===== src/rtl/bsg_relay_arb_rr.sv =====
// bsg_relay_arb_rr: round-robin arbiter sharing one relay FIFO between
// els_p requesters, with grants locked for bursts of up to max_burst_p beats.
module bsg_relay_arb_rr #(
   parameter int els_p       = 4,
   parameter int width_p     = 16,
   parameter int max_burst_p = 4,
   localparam int lg_els_lp  = (els_p > 1) ? $clog2(els_p) : 1
) (
   input  logic                     clk_i,
   input  logic                     reset_i,
   input  logic [els_p-1:0]         v_i,
   input  logic [els_p*width_p-1:0] data_i,
   output logic [els_p-1:0]         ready_o,
   output logic                     v_o,
   output logic [width_p-1:0]       data_o,
   output logic [lg_els_lp-1:0]     id_o,
   input  logic                     ready_i,
   output logic                     busy_o
);

   localparam int cnt_w_lp = $clog2(max_burst_p + 1);

   typedef enum logic {
      ST_IDLE,
      ST_LOCKED
   } state_e;

   state_e                state_q, state_d;
   logic [lg_els_lp-1:0]  last_q, last_d;
   logic [lg_els_lp-1:0]  owner_q, owner_d;
   logic [cnt_w_lp-1:0]   cnt_q, cnt_d;

   logic                  found;
   logic [lg_els_lp-1:0]  winner;
   logic [lg_els_lp-1:0]  cand;
   int                    idx;

   logic                  locked;
   logic [lg_els_lp-1:0]  sel;
   logic                  sel_live;
   logic                  xfer;

   assign locked = (state_q == ST_LOCKED);

   // rotating-priority search, starting just after the last served requester
   always_comb begin
      found  = 1'b0;
      winner = '0;
      idx    = 0;
      cand   = '0;
      for (int i = 1; i <= els_p; i++) begin
         idx  = (int'(last_q) + i) % els_p;
         cand = lg_els_lp'(idx);
         if (!found && v_i[cand]) begin
            found  = 1'b1;
            winner = cand;
         end
      end
   end

   // steer the locked owner, or the fresh winner, onto the relay channel
   always_comb begin
      sel      = locked ? owner_q : winner;
      sel_live = ~reset_i & (locked | found);
      v_o      = sel_live & v_i[sel];
      ready_o  = '0;
      data_o   = '0;
      for (int k = 0; k < els_p; k++) begin
         if (sel_live && (sel == lg_els_lp'(k))) begin
            ready_o[k] = ready_i;
            data_o     = data_i[k*width_p +: width_p];
         end
      end
      id_o   = sel_live ? sel : '0;
      busy_o = ~reset_i & locked;
      xfer   = v_o & ready_i;
   end

   // burst lock / release and rotation pointer update
   always_comb begin
      state_d = state_q;
      last_d  = last_q;
      owner_d = owner_q;
      cnt_d   = cnt_q;
      unique case (state_q)
         ST_IDLE: begin
            if (xfer) begin
               if (max_burst_p > 1) begin
                  state_d = ST_LOCKED;
                  owner_d = winner;
                  cnt_d   = cnt_w_lp'(1);
               end else begin
                  last_d = winner;
               end
            end
         end
         ST_LOCKED: begin
            if (!v_i[owner_q]) begin
               state_d = ST_IDLE;
               last_d  = owner_q;
               cnt_d   = '0;
            end else if (xfer) begin
               if (cnt_q == cnt_w_lp'(max_burst_p - 1)) begin
                  state_d = ST_IDLE;
                  last_d  = owner_q;
                  cnt_d   = '0;
               end else begin
                  cnt_d = cnt_q + cnt_w_lp'(1);
               end
            end
         end
         default: begin
            state_d = ST_IDLE;
         end
      endcase
   end

   // state register; reset abandons any burst in flight
   always_ff @(posedge clk_i or posedge reset_i) begin
      if (reset_i) begin
         state_q <= ST_IDLE;
         last_q  <= lg_els_lp'(els_p - 1);
         owner_q <= '0;
         cnt_q   <= '0;
      end else begin
         state_q <= state_d;
         last_q  <= last_d;
         owner_q <= owner_d;
         cnt_q   <= cnt_d;
      end
   end

endmodule


===== config.mk =====
export PLATFORM = sky130hd
export DESIGN_NAME = bsg_relay_arb_rr
export DESIGN_NICKNAME = d
export VERILOG_FILES = /design/src/rtl/bsg_relay_arb_rr.sv
export SDC_FILE = /design/constraint.sdc
export NUM_CORES = 1
export LEC_CHECK = 0
export BUFFER_PORTS_ARGS = -buffer_cell sky130_fd_sc_hd__buf_2
export CAP_MARGIN = 20
export CORE_ASPECT_RATIO = 0.5
export CORE_MARGIN = 3
export CORE_UTILIZATION = 44
export CTS_BUF_LIST = sky130_fd_sc_hd__clkbuf_16
export CTS_CLUSTER_DIAMETER = 40
export DETAILED_ROUTE_END_ITERATION = 8
export PLACE_DENSITY_LB_ADDON = 0.12
export REMOVE_ABC_BUFFERS = 1
export SLEW_MARGIN = 15
export SYNTH_ARGS = -nofsm -noshare
export SYNTH_HDL_FRONTEND = slang
export SYNTH_SLANG_ARGS = --single-unit

===== constraint.sdc =====
create_clock -name clk_i -period 3.45 [get_ports clk_i]
set_clock_uncertainty 0.15 [all_clocks]
set_input_delay 0.1725 -clock clk_i [delete_from_list [all_inputs] [get_ports clk_i]]
set_output_delay 0.1725 -clock clk_i [all_outputs]
set_load 0.01 [all_outputs]

==> metrics.txt <==
crit path DAT 2.50 ns; CORE AREA 2700 sq um; slowest stage delay, CP 0.64 ns; setup violators final 0; Reg2Reg Depth 6; Post-Syn Area 1300 sq um; largest family of logic cells by synthesized area compound AO/OA/AOI/OAI gates; CTS tree built; mux cell area share after synthesis 28.6%; final worst-path setup slack 0.630 ns; CTS resizes 0; setup TNS 0 ns; Sw Ratio 47.2%; hold slack 0.116 ns; Critical Path Slowest Stage Cell dfrtp_1; PwrDens 863 nW/um^2; fmax 355 MHz; ant diodes 0; IR drop worst, VDD 0.420 mV; Worst-Margin Slew 0.672 ns; first-pass GRT wire length 6220 um; GRT Resource Usage Total 20.9%; Chip Width 83.0 um; number of buffers added on ports 94; vias per cell 5.39; row cnt 13; Synth area leader mux2i_1; Ys Warns 0; Fin. Hold Viols 0; Sw Pwr 738 uW; most common cell after layout, fill and taps aside buf_2; num ports 95; first drt pass iteration count 4; top post-synthesis cells by area mux2i_1, dfrtp_1, o22ai_2, dfstp_2, o22ai_1; Final Cycle Share 81.7%; Lkg Pwr 0.939 nW; Worst Hold Path Cells 3; initial antenna violation count 0; H-tree levels 1; Setup Crit Path Kind flip-flop to primary output; number of global-route vias before repair 1,415; RSZ-0062 raised after global routing no; post-CTS setup buffer count 0; area delta synth->final 39.1%; antenna-violating nets left 0; critical path capture point type primary output; Initial Utilization 48.3%; Worst setup SP type flip-flop; Max Root-Sink Buffers 2; Slew headroom 55.1%; DR WL/cell 14.7 um; Avg Cell Area, Syn 9.12 sq um; xor/xnor share of the synthesized area 0%; Clk pwr share 12.7%; sequential power share 13.5%; Final Max Tran Viols 0; clk root buf clkbuf_16; layout cell share with drive strength beyond 1 51.5%; largest net degree at the start of global routing 23; vias 1,456; drt drc 0; Post-Synthesis Cells 143; CTS sink cnt 8; final WL 3960 um; Cell variety after synth 45; Chip Height 44.5 um; compound-cell area share of the yosys netlist 31.5%; Post-Synth Adder-Cell Area 0.960%; worst slack, placed 0.870 ns; gpl congestion 0.847; Max-Cap Viols 0; Clk pin slew, worst setup/hold paths 0.04 ns; Die ar. 3690 sq um; grt total ovfl 0; critical path, cell by cell nor2_1 -> a221oi_1 -> a31o_2 -> nand2_1 -> o22ai_1 -> buf_2; worst hold path class input pin to flip-flop; cell internal pwr 826 uW; total CTS buffers 3; Yosys top cell area share 26.9%; combinational power share 73.9%; fin nets 307; status completed; Initial DRC Count 57; crit path time final 2.82 ns; worst-skew pair later-pin latency 0.23 ns; CP required 3.13 ns; most frequent cells in the layout buf_2, mux2i_1, nand2_1, o22ai_2, nor2_1; Worst Path Max Fanout 16; fillers 241; simple-gate share of the synthesized area 13.4%; Seq cells post-synth 8; HPWL after DPL 3260 um; Seq/Total Area, Yosys 15.5%
## flip-flops by register name, summed over array words and instances (netlist names)
name     count
locked       1
last_q       2
owner_q      2
cnt_q        3
## final cells by class
| type | count | area (sq um) | area share, % |
|---|---|---|---|
| multi-input cells | 119 | 971 | 53.6 |
| inverters | 6 | 22.5 | 1.24 |
| flip-flops and latches | 8 | 203 | 11.2 |
| well taps | 37 | 46.3 | 2.55 |
| clock buffers | 3 | 75.1 | 4.14 |
| repair buffers | 97 | 495 | 27.3 |
## cells by family (layout without fill, tap and decap cells)
logic type,Yosys count,count (layout)
AOI/OAI and AO/OA,46,46
muxes,37,37
and+or+nand+nor,35,35
buffers and inverters,16,106
DFF,8,8
adders and majority gates,1,1
## final timing paths
check,from,end,slack (ns)
min in group asynchronous,reset_i,cnt_q[2],0.32
hold / removal,ready_i,cnt_q[1],0.12
setup reg to reg,last_q[1],cnt_q[2],1.09
max in group asynchronous,reset_i,last_q[0],2.54
setup / recovery,locked,data_o[14],0.63
hold reg to reg,owner_q[0],owner_q[0],0.37
## per-layer routing
| layer | share of wire, % | track usage, % |
|---|---|---|
| met1 | 42 | 24.5 |
| met2 | 48 | 36.5 |
| met3 | 8.3 | 7.06 |
| met4 | 1.5 | 7.82 |
| met5 | 0 | 0 |
## through the flow
step | area [sq um] | power, mW | std cells | utilization, %
after floorplan | 1200 | 1.04 | 133 | -
after global placement | 1730 | 1.35 | 266 | 64.0
after detailed placement | 1730 | 1.37 | 266 | 64.0
after CTS | 1810 | 1.57 | 270 | 67.1
after global routing | 1810 | 1.68 | 270 | 67.1
final | 1810 | 1.56 | 270 | 67.1
## Yosys cell counts, drive strengths merged
cell type / n
mux2i: 35
o22ai: 16
nand2: 11
buf: 10
nor2: 8
dfrtp: 6
inv: 6
nor2b: 6
o31ai: 5
a21oi: 4
o21ai: 4
nor3: 3
a31oi: 2
dfstp: 2
mux2: 2
nor3b: 2
o21a: 2
a211o: 1
a211oi: 1
a21boi: 1
a221oi: 1
a22o: 1
a31o: 1
a32o: 1
a32oi: 1
a41o: 1
and3: 1
ha: 1
nand2b: 1
nand4: 1
nand4b: 1
o2111a: 1
o211ai: 1
o2bb2ai: 1
o32a: 1
or2: 1
## worst max-delay path: cells and delay by family, from the launching register on
kind / cells / cell delay (ns)
buf+inv: 1 / 0.17
compound gates: 3 / 0.94
flops: 1 / 0.64
simple gates: 2 / 0.50
## power groups by stage
| stage | clock network, mW | logic, mW | registers, mW |
|---|---|---|---|
| 5_1_grt | 0.204 | 1.26 | 0.222 |
| 2_1_floorplan | 0 | 0.854 | 0.190 |
| 3_5_place_dp | 0 | 1.16 | 0.210 |
| 6_report | 0.198 | 1.16 | 0.211 |
| 3_3_place_gp | 0 | 1.15 | 0.209 |
| 4_1_cts | 0.201 | 1.16 | 0.210 |
## what timing repair did
item / in CTS / in global routing
hold buffers: 1 / 0
setup endpoints to repair: 0 / 0
hold endpoints to repair: 6 / 0
No activity file was read; power rests on OpenSTA's default activity.
